`src/rtl/bnn_cmd_seq.sv`:
```
// Command sequencer for one fully-connected layer pass on the BNN memory/accumulator block.
// Issues INI, n_words ACC, POOL and ACTIV, prefetching input words one at a time.
module bnn_cmd_seq #(
   parameter int unsigned IN_AW = 8,
   parameter int unsigned LEN_W = 10
) (
   input  logic             clk,
   input  logic             rst_n,
   input  logic             start,
   input  logic [LEN_W-1:0] n_words,
   input  logic [9:0]       param_base,
   input  logic [IN_AW-1:0] in_base,
   input  logic [15:0]      ini_val,
   output logic             busy,
   output logic             done,
   output logic             in_re,
   output logic [IN_AW-1:0] in_addr,
   input  logic [31:0]      in_rdata,
   output logic             b_req,
   output logic [31:0]      p_addr,
   output logic [31:0]      p_wdata,
   output logic [3:0]       p_be,
   input  logic             p_gnt,
   input  logic             p_rvalid,
   input  logic [31:0]      p_rdata,
   output logic             out_we,
   output logic [31:0]      out_data
);

   localparam logic [31:0] AddrIni   = 32'h0000_1000;
   localparam logic [31:0] AddrPool  = 32'h0000_1004;
   localparam logic [31:0] AddrActiv = 32'h0000_100C;

   typedef enum logic [2:0] {
      StIdle, StIni, StAcc, StPool, StActiv, StWaitAct, StWr
   } state_e;

   state_e           state_q, state_d;
   logic [LEN_W-1:0] n_q, n_d;
   logic [9:0]       pbase_q, pbase_d;
   logic [IN_AW-1:0] ibase_q, ibase_d;
   logic [LEN_W-1:0] k_q, k_d;
   logic [LEN_W-1:0] rd_cnt_q, rd_cnt_d;
   logic             rd_pend_q, rd_pend_d;
   logic [31:0]      word_q, word_d;
   logic             word_vld_q, word_vld_d;
   logic             b_req_q, b_req_d;
   logic [31:0]      p_addr_q, p_addr_d;
   logic [31:0]      p_wdata_q, p_wdata_d;
   logic [31:0]      out_data_q, out_data_d;
   logic             accept;
   logic             rd_issue;

   function automatic logic [31:0] acc_addr(input logic [9:0] base, input logic [LEN_W-1:0] k);
      logic [9:0] idx;
      idx = base + 10'(k);
      return {20'h0, idx, 2'b00};
   endfunction

   assign accept = b_req_q & p_gnt;
   // Single-entry word buffer: fetch only when it is empty and nothing is in flight.
   assign rd_issue = ((state_q == StIni) || (state_q == StAcc)) && (rd_cnt_q < n_q) &&
                     !rd_pend_q && !word_vld_q;

   always_comb begin
      state_d    = state_q;
      n_d        = n_q;
      pbase_d    = pbase_q;
      ibase_d    = ibase_q;
      k_d        = k_q;
      rd_cnt_d   = rd_cnt_q;
      rd_pend_d  = rd_issue;
      word_d     = word_q;
      word_vld_d = word_vld_q;
      b_req_d    = b_req_q;
      p_addr_d   = p_addr_q;
      p_wdata_d  = p_wdata_q;
      out_data_d = out_data_q;

      if (rd_issue) rd_cnt_d = rd_cnt_q + LEN_W'(1);
      if (rd_pend_q) begin
         word_d     = in_rdata;
         word_vld_d = 1'b1;
      end

      unique case (state_q)
         StIdle: begin
            if (start) begin
               n_d        = n_words;
               pbase_d    = param_base;
               ibase_d    = in_base;
               k_d        = '0;
               rd_cnt_d   = '0;
               word_vld_d = 1'b0;
               b_req_d    = 1'b1;
               p_addr_d   = AddrIni;
               p_wdata_d  = {16'h0, ini_val};
               state_d    = StIni;
            end
         end
         StIni: begin
            if (accept) begin
               if (n_q == '0) begin
                  p_addr_d  = AddrPool;
                  p_wdata_d = '0;
                  state_d   = StPool;
               end else begin
                  k_d     = '0;
                  state_d = StAcc;
                  if (word_vld_q) begin
                     p_addr_d   = acc_addr(pbase_q, '0);
                     p_wdata_d  = word_q;
                     word_vld_d = 1'b0;
                  end else begin
                     b_req_d = 1'b0;
                  end
               end
            end
         end
         StAcc: begin
            if (b_req_q) begin
               if (accept) begin
                  if (k_q == n_q - LEN_W'(1)) begin
                     p_addr_d  = AddrPool;
                     p_wdata_d = '0;
                     state_d   = StPool;
                  end else begin
                     k_d = k_q + LEN_W'(1);
                     // Back-to-back only when the next word is already buffered.
                     if (word_vld_q) begin
                        p_addr_d   = acc_addr(pbase_q, k_q + LEN_W'(1));
                        p_wdata_d  = word_q;
                        word_vld_d = 1'b0;
                     end else begin
                        b_req_d = 1'b0;
                     end
                  end
               end
            end else if (word_vld_q) begin
               b_req_d    = 1'b1;
               p_addr_d   = acc_addr(pbase_q, k_q);
               p_wdata_d  = word_q;
               word_vld_d = 1'b0;
            end
         end
         StPool: begin
            if (accept) begin
               p_addr_d  = AddrActiv;
               p_wdata_d = '0;
               state_d   = StActiv;
            end
         end
         StActiv: begin
            if (accept) begin
               b_req_d = 1'b0;
               state_d = StWaitAct;
            end
         end
         StWaitAct: begin
            if (p_rvalid) begin
               out_data_d = p_rdata;
               state_d    = StWr;
            end
         end
         StWr: state_d = StIdle;
         default: state_d = StIdle;
      endcase
   end

   always_ff @(posedge clk or negedge rst_n) begin
      if (!rst_n) begin
         state_q    <= StIdle;
         n_q        <= '0;
         pbase_q    <= '0;
         ibase_q    <= '0;
         k_q        <= '0;
         rd_cnt_q   <= '0;
         rd_pend_q  <= 1'b0;
         word_q     <= '0;
         word_vld_q <= 1'b0;
         b_req_q    <= 1'b0;
         p_addr_q   <= '0;
         p_wdata_q  <= '0;
         out_data_q <= '0;
      end else begin
         state_q    <= state_d;
         n_q        <= n_d;
         pbase_q    <= pbase_d;
         ibase_q    <= ibase_d;
         k_q        <= k_d;
         rd_cnt_q   <= rd_cnt_d;
         rd_pend_q  <= rd_pend_d;
         word_q     <= word_d;
         word_vld_q <= word_vld_d;
         b_req_q    <= b_req_d;
         p_addr_q   <= p_addr_d;
         p_wdata_q  <= p_wdata_d;
         out_data_q <= out_data_d;
      end
   end

   assign busy     = (state_q != StIdle);
   assign done     = (state_q == StWr);
   assign out_we   = (state_q == StWr);
   assign in_re    = rd_issue;
   assign in_addr  = ibase_q + IN_AW'(rd_cnt_q);
   assign b_req    = b_req_q;
   assign p_addr   = p_addr_q;
   assign p_wdata  = p_wdata_q;
   assign p_be     = 4'hF;
   assign out_data = out_data_q;

endmodule
```
`config.mk`:
```
export PLATFORM = sky130hd
export DESIGN_NAME = bnn_cmd_seq
export DESIGN_NICKNAME = d
export VERILOG_FILES = /design/src/rtl/bnn_cmd_seq.sv
export SDC_FILE = /design/constraint.sdc
export NUM_CORES = 1
export LEC_CHECK = 0
export ABC_AREA = 1
export BUFFER_PORTS_ARGS = -buffer_cell sky130_fd_sc_hd__buf_4
export CAP_MARGIN = 20
export CORE_MARGIN = 2
export CORE_UTILIZATION = 50
export DETAILED_ROUTE_END_ITERATION = 10
export PLACE_DENSITY = 0.86
export SYNTH_ARGS = -nofsm -noshare
export SYNTH_HDL_FRONTEND = slang
export SYNTH_SLANG_ARGS = --single-unit
export TNS_END_PERCENT = 1
```
`constraint.sdc`:
```
create_clock -name clk -period 3.3 [get_ports clk]
set_clock_uncertainty 0.2 [all_clocks]
set_input_delay 0.165 -clock clk [delete_from_list [all_inputs] [get_ports clk]]
set_output_delay 0.165 -clock clk [all_outputs]
set_load 0.01 [all_outputs]
```
==> flow_summary_export.csv, run 1 <==
group,metric,value,unit
final_layout,drive_gt1_frac,0.209,
die,ios,226,
route,drt_wl_total,28600,um
sta,period_share,0.881,
sta,fin_crit,2.91,ns
critical_path,crit_path_end_kind,"output pin",
synth,seq_area_frac_synth,0.431,
final_layout,mostFrequentLayoutCells,"355 x nand2_1, 210 x buf_4, 160 x dfrtp_1",
critical_path,worstPathRequired,2.93,ns
sta,tns,0,ns
pwr,leakagePower,6.56,nW
synth,syn_inst,1177,
die,die_x,141,um
final_layout,final_common_cell,"nand2_1",
critical_path,critical_path_arrival,2.54,ns
critical_path,cp_slowest_cell,"dfrtp_1",
sta,timing_hold_violations_final,0,
clock_tree,htree_levels,4,
route,drt-met1-wl,11200,um
route,drt_first_pass_iters,5,
run_status,outcome,"completed",
synth,ys.flop_type,"dfrtp_1",
grt,grt_pass1_wl,46900,um
die,die_h,141,um
synth,synth_top_area_share,0.431,
clock_tree,cts_buffers,17,
pwr,p_sw_frac,0.473,
final_layout,fin_util,0.685,
synth,synth.area.top_cells,"dfrtp_1 43%, nand2_1 14%, ha_1 4.9%",
job,drv_cap,0,
pwr,ir_worst_vdd,0.000484,V
grt,grt_max_degree,97,
critical_path,max_stage_delay,0.43,ns
synth,post_synth.cell_area_avg,7.95,um^2
grt,antenna_found_initial,0,
grt,track_usage,0.296,
critical_path,worstSetupPathType,"register to output pin",
clock_tree,clk_latency,0.44,ns
pwr,seq_power_share,0.288,
critical_path,cp_num_buf_inv,3,
route,top_layer,"met4",
route,dr_wl_met2,14100,um
worst_hold_path,hold_path_class,"input port to register",
pwr,p_comb_frac,0.540,
synth,synth_edf_count,0,
synth,synthArstFlopShare,1.00,
critical_path,crit_fanout,12,
clock_tree,cts_tree,"yes",
sta,slew_viol_final,0,
pwr,p_int,6.21,mW
route,vias,9309,
critical_path,worstPathCellList,"inv_1, ha_1, a21oi_1, o21ai_0, nand2_1, nand3_1, nor2_1, nand3_2, inv_2, buf_4",
sta,max_freq,0.344,GHz
critical_path,crit_path_start_kind,"register",
die,core_area,18500,um^2
synth,yosysTopAreaCell,"dfrtp_1",
sta,slew_headroom,0.398,
clock_tree,cts-root-buf,"clkbuf_16",
synth,ys_ff_latch,161,
place,routabilityCongestion,0.969,
sta,worstMarginPinSlew,0.903,ns
route,drc,0,
critical_path,cp_top_family,"buffers and inverters",
synth,post_synth_num_cell_types,46,
route,drtAntennaViolNets,0,
final_layout,nNetsFinal,1632,
synth,synth_area,9360,um^2
sta,hold_slack,0.0767,ns
clock_tree,post_cts_buffers,0,
sta,finalSetupViolations,0,
final_layout,area_growth,35.7,%
die,die_area,19800,um^2
route,via_per_inst,5.39,
synth,ys_warn_count,0,
route,detail_route.wl_per_cell,16.6,um
route,drtIter0Drc,600,
clock_tree,cts_num_sinks,161,
route,dr_wl_met3,1940,um
pwr,pwr_density_cell,929,nW/um^2
place,dpl.hpwl,17900,um
sta,rsz0062_at_grt,"no",
place,io_buffers,200,
pwr,clockPowerShare,0.171,
grt,overflow,0,
pwr,p_sw,5.57,mW
die,rows,50,
die,start_util,0.505,
clock_tree,clock_path_buffers,2,
grt,grt_pass1_vias,9655,
clock_tree,path_clk_slew,0.07,ns
-- worst min-delay path: cells and delay by family --
family                 cells  cell delay (ns)
AOI/OAI and AO/OA          2             0.18
and+or+nand+nor            2             0.21
buffers and inverters      1             0.11
-- area by class of cell --
type                            instances  area [um^2]
Multi-Input combinational cell        853         4580
Tap cell                              234          293
Clock inverter                         14          163
Clock buffer                           18          439
Inverter                              123          464
Fill cell                            1368         5830
Timing Repair Buffer                  323         2720
Sequential cell                       161         4030
Antenna cell                            1         2.50
-- registers in the layout, summed over array words and instances, names as in the netlist --
| name | count |
|---|---|
| b_req | 1 |
| state_q | 3 |
| word_vld_q | 1 |
| k_q | 10 |
| p_wdata | 32 |
| rd_cnt_q | 10 |
| pbase_q | 10 |
| ibase_q | 8 |
| word_q | 32 |
| n_q | 10 |
| out_data | 32 |
| rd_pend_q | 1 |
| p_addr | 11 |
-- layer usage --
layer | GRT usage | vias to the layer above
li1 | - | 4377
met1 | 0.349 | 4425
met2 | 0.505 | 402
met3 | 0.0802 | 105
met4 | 0.137 | 0
met5 | 0 | -
-- synth_stat cells, types with 11 or more instances --
library cell  number
nand2_1          355
buf_4             26
nor2_1            71
a211oi_1          16
inv_1            110
clkbuf_1          23
nand4_1           23
o21ai_0           86
nand3_1           47
ha_1              37
xor2_1            22
inv_2             11
a21oi_1           65
xnor2_1           13
mux2_2            32
dfrtp_1          161
-- power groups by stage --
stage,Combinational (mW),Clock (mW),Sequential [mW]
CTS,6.22,2.04,3.37
global placement,5.89,0,3.36
global route,7.12,2.12,3.49
detailed placement,6.07,0,3.39
floorplan,4.14,0,3.38
finish,6.37,2.02,3.40
-- cells by family (layout without fill, tap and decap cells) --
| group | Yosys count | count (layout) | synth area share |
|---|---|---|---|
| AO/OA/AOI/OAI | 193 | 193 | 0.116 |
| buffers and inverters | 186 | 478 | 0.0893 |
| XOR/XNOR | 35 | 35 | 0.0328 |
| adder cells (fa/ha/maj) | 40 | 40 | 0.0559 |
| multiplexers | 32 | 32 | 0.0385 |
| other | 2 | 26 | 0.000803 |
| flip-flops | 161 | 161 | 0.431 |
| AND/OR/NAND/NOR | 528 | 528 | 0.236 |
-- metrics by stage --
stage | cells | setup WS, ns | instance area (um^2) | power, mW
4_1_cts | 1726 | 0.248 | 12700 | 11.6
2_1_floorplan | 1200 | 0.682 | 9440 | 7.52
3_5_place_dp | 1583 | 0.465 | 11000 | 9.46
6_report | 1727 | 0.393 | 12700 | 11.8
3_3_place_gp | 1583 | 0.549 | 11000 | 9.25
5_1_grt | 1726 | 0.142 | 12700 | 12.7
-- worst paths after layout --
kind / startpoint / to / slack, ns / cells past startpoint
min in group asynchronous: rst_n / out_data[16] / 0.22 / 2
hold reg to reg: ibase_q[2] / ibase_q[2] / 0.29 / 2
max in group asynchronous: rst_n / p_wdata[5] / 1.80 / 3
setup reg to reg: k_q[1] / p_addr[10] / 0.40 / 16
setup / recovery: n_q[3] / in_re / 0.39 / 10
hold / removal: p_gnt / b_req / 0.08 / 5
-- timing repair --
item	CTS	global route
endpoints found under the hold margin	209	0
endpoints found under the setup margin	0	1
resized for setup	0	1
hold buffers	111	0
No activity file was read; power rests on OpenSTA's default activity.
==> inputs of run 2 (changes only) <==
--- a/config.mk
+++ b/config.mk
@@ -9,9 +9,9 @@
 export BUFFER_PORTS_ARGS = -buffer_cell sky130_fd_sc_hd__buf_4
 export CAP_MARGIN = 20
 export CORE_MARGIN = 2
-export CORE_UTILIZATION = 50
+export CORE_UTILIZATION = 49
 export DETAILED_ROUTE_END_ITERATION = 10
-export PLACE_DENSITY = 0.86
+export PLACE_DENSITY = 0.88
 export SYNTH_ARGS = -nofsm -noshare
 export SYNTH_HDL_FRONTEND = slang
 export SYNTH_SLANG_ARGS = --single-unit
==> constraint.sdc (replaced) <==
create_clock -name clk -period 2.47 [get_ports clk]
set_clock_uncertainty 0.2 [all_clocks]
set_input_delay 0.1235 -clock clk [delete_from_list [all_inputs] [get_ports clk]]
set_output_delay 0.1235 -clock clk [all_outputs]
set_load 0.01 [all_outputs]
==> run 2 against run 1 <==
The run now ends with negative setup slack left. Design area is 5.5% higher. Non-clock buffer count is 58 higher. Cell count is 3.3% higher. Register-to-register slack worse by 0.52 ns. Routed wire length is 7.2% higher. First-iteration DRC count is 37% higher. Utilization is 3.1 points higher. Setup slack worse by 0.53 ns. Clock-buffer cell count is 1 lower. Global-route usage is 0.83 points higher. Critical path depth stayed put. Flip-flop and latch count stayed put. Largest power group unchanged.
==> flow_summary_export.csv, run 2 (same netlist as run 1, synthesis figures left out) <==
group,metric,value,unit
pwr,pwr_density_cell,1280,nW/um^2
die,rows,50,
route,drt_wl_total,30600,um
clock_tree,cts_buffers,17,
clock_tree,path_clk_slew,0.08,ns
place,place_area,11400,um^2
run_status,violations,"negative setup slack",
grt,grt_max_degree,67,
place,placed_cells,1633,
critical_path,cp_slowest_cell,"dfrtp_1",
sta,finalSetupViolations,9,
critical_path,max_stage_delay,0.44,ns
sta,slew_viol_final,0,
die,core_area,18700,um^2
critical_path,crit_path_end_kind,"output pin",
pwr,ir_worst_vdd,0.000878,V
sta,slew_headroom,0.592,
die,die_area,20200,um^2
place,dp_slack,-0.128,ns
critical_path,r2r-end,"p_addr[10]",
sta,fin_ws,-0.141,ns
critical_path,cp_num_buf_inv,3,
sta,period_share,1.06,
route,drc,0,
die,die_h,142,um
final_layout,drive_gt1_frac,0.265,
die,die_x,142,um
final_layout,fin_util,0.716,
pwr,leakagePower,6.88,nW
place,dpl.hpwl,19200,um
grt,track_usage,0.304,
route,detail_route.wl_per_cell,17.2,um
job,drv_cap,0,
final_layout,mostFrequentLayoutCells,"352 x nand2_1, 262 x buf_4, 156 x dfrtp_1",
critical_path,critical_path_arrival,2.29,ns
clock_tree,htree_levels,4,
final_layout,antenna_cells,0,
clock_tree,cts_num_sinks,161,
grt,use_met2,0.515,
route,vias,9693,
final_layout,design_area,13400,um^2
sta,rsz0062_at_grt,"yes",
worst_hold_path,hold_path_class,"input port to asynchronous set/reset pin",
critical_path,startpoint,"n_q[5]",
critical_path,endpoint,"in_re",
place,routabilityCongestion,0.948,
clock_tree,cts-root-buf,"clkbuf_16",
sta,fin_crit,2.61,ns
grt,grtUsageMet3,0.0764,
grt,overflow,0,
critical_path,r2r_slack,-0.12,ns
clock_tree,clk_latency,0.45,ns
grt,busiest_layer,"met2",
route,via_per_inst,5.43,
route,drt_first_pass_iters,5,
final_layout,layoutNonFillerInstCount,1784,
grt,antenna_found_initial,0,
critical_path,cp_top_family,"simple AND/OR/NAND/NOR gates",
die,ios,226,
route,drtAntennaViolNets,0,
critical_path,worstSetupPathType,"register to output pin",
place,io_buffers,200,
sta,worstMarginPinSlew,0.612,ns
final_layout,multiInputGateArea,4770,um^2
critical_path,worstPathCellList,"inv_2, ha_4, nand2_1, o21ai_0, nand2_1, nand3_1, nor2_2, nand3_2, inv_2, buf_4",
clock_tree,clock_path_buffers,2,
grt,use_met1,0.368,
sta,timing_hold_violations_final,0,
clock_tree,cts_tree,"yes",
critical_path,crit_path_start_kind,"register",
final_layout,fillCellCount,1270,
grt,grt_pass1_wl,48700,um
final_layout,final_common_cell,"nand2_1",
die,start_util,0.500,
critical_path,crit_fanout,5,
critical_path,r2r-start,"k_q[0]",
grt,grt_pass1_vias,9845,
final_layout,ff_latch_area,4040,um^2
final_layout,area_growth,43.2,%
sta,max_freq,0.383,GHz
critical_path,crit_cells,10,
route,drtIter0Drc,823,
run_status,outcome,"complete, but fails checks",
final_layout,nNetsFinal,1690,
critical_path,worstPathRequired,2.15,ns
critical_path,ff2ff_path_depth,16,
==> run 2: cell types whose count changed in the layout (fill, tap and decap cells not counted), sizes merged <==
cell      before  now
clkbuf        18   17
clkinvlp       0    1
buf          212  270
diode          1    0
bufinv         0    1
clkinv         8    7
==> run 2: area by class of cell <==
class	count	share of cell area
clock buffer	17	0.0318
clock inverter	15	0.0143
inverter	123	0.0347
multi-input combinational	853	0.356
sequential	161	0.301
tap	234	0.0219
timing repair buffer	381	0.240
==> run 2: repair_timing <==
action | 4_1_cts | 5_1_grt
gates resized for setup | 23 | 25
hold buffers | 111 | 0
pin swaps | 15 | 6
cloned | 0 | 0
endpoints found under the setup margin | 10 | 65
buffers inserted | 8 | 0
endpoints found under the hold margin | 274 | 0
==> run 2: through the flow <==
| step | TNS, ns | hold WS (ns) | power [mW] |
|---|---|---|---|
| finish | -0.671 | 0.0112 | 17.1 |
| global route | -2.65 | 0.0750 | 18.3 |
| CTS | -0.111 | 0.0410 | 16.6 |
| detailed placement | -0.219 | -0.0705 | 13.3 |
| global placement | -0.102 | -0.0753 | 13.0 |
| floorplan | -0.0455 | -0.372 | 10.0 |
==> run 2: power by group <==
part	switching (mW)	total (mW)	internal, mW	leakage (nW)
clock	1.30	2.77	1.46	0.299
sequential	0.848	4.54	3.69	2.06
combinational	5.80	9.80	4.00	4.52
==> run 2: worst min-delay path by stage <==
| stage | from | depth (start not counted) | slack (ns) | to |
|---|---|---|---|---|
| final | rst_n | 2 | 0.01 | p_wdata[6] |
| after global placement | rst_n | 1 | -0.08 | p_wdata[6] |
| after detailed placement | rst_n | 1 | -0.07 | p_wdata[4] |
| after global routing | rst_n | 2 | 0.08 | p_wdata[6] |
| after CTS | rst_n | 2 | 0.04 | p_wdata[6] |
| after floorplan | rst_n | 0 | -0.37 | b_req |
==> run 2: worst register-to-register path, stage by stage (launching register included) <==
cell     delay, ns
dfrtp_1       0.38
inv_1         0.11
nor3_4        0.23
xor2_1        0.20
inv_1         0.09
ha_1          0.34
nand2_1       0.08
o21ai_2       0.20
nand4_1       0.15
nand2_1       0.11
nand2_1       0.06
nand2_1       0.05
inv_1         0.03
nand3_1       0.07
nand3_1       0.07
nand2_1       0.06
nand2_1       0.04
==> run 2: layer usage <==
layer | share of wire | vias to the layer above | wire length, um
met3 | 0.073 | 124 | 2230
met1 | 0.39 | 4612 | 11900
li1 | - | 4482 | -
met4 | 0.045 | 0 | 1370
met5 | 0 | - | 0
met2 | 0.49 | 475 | 15100
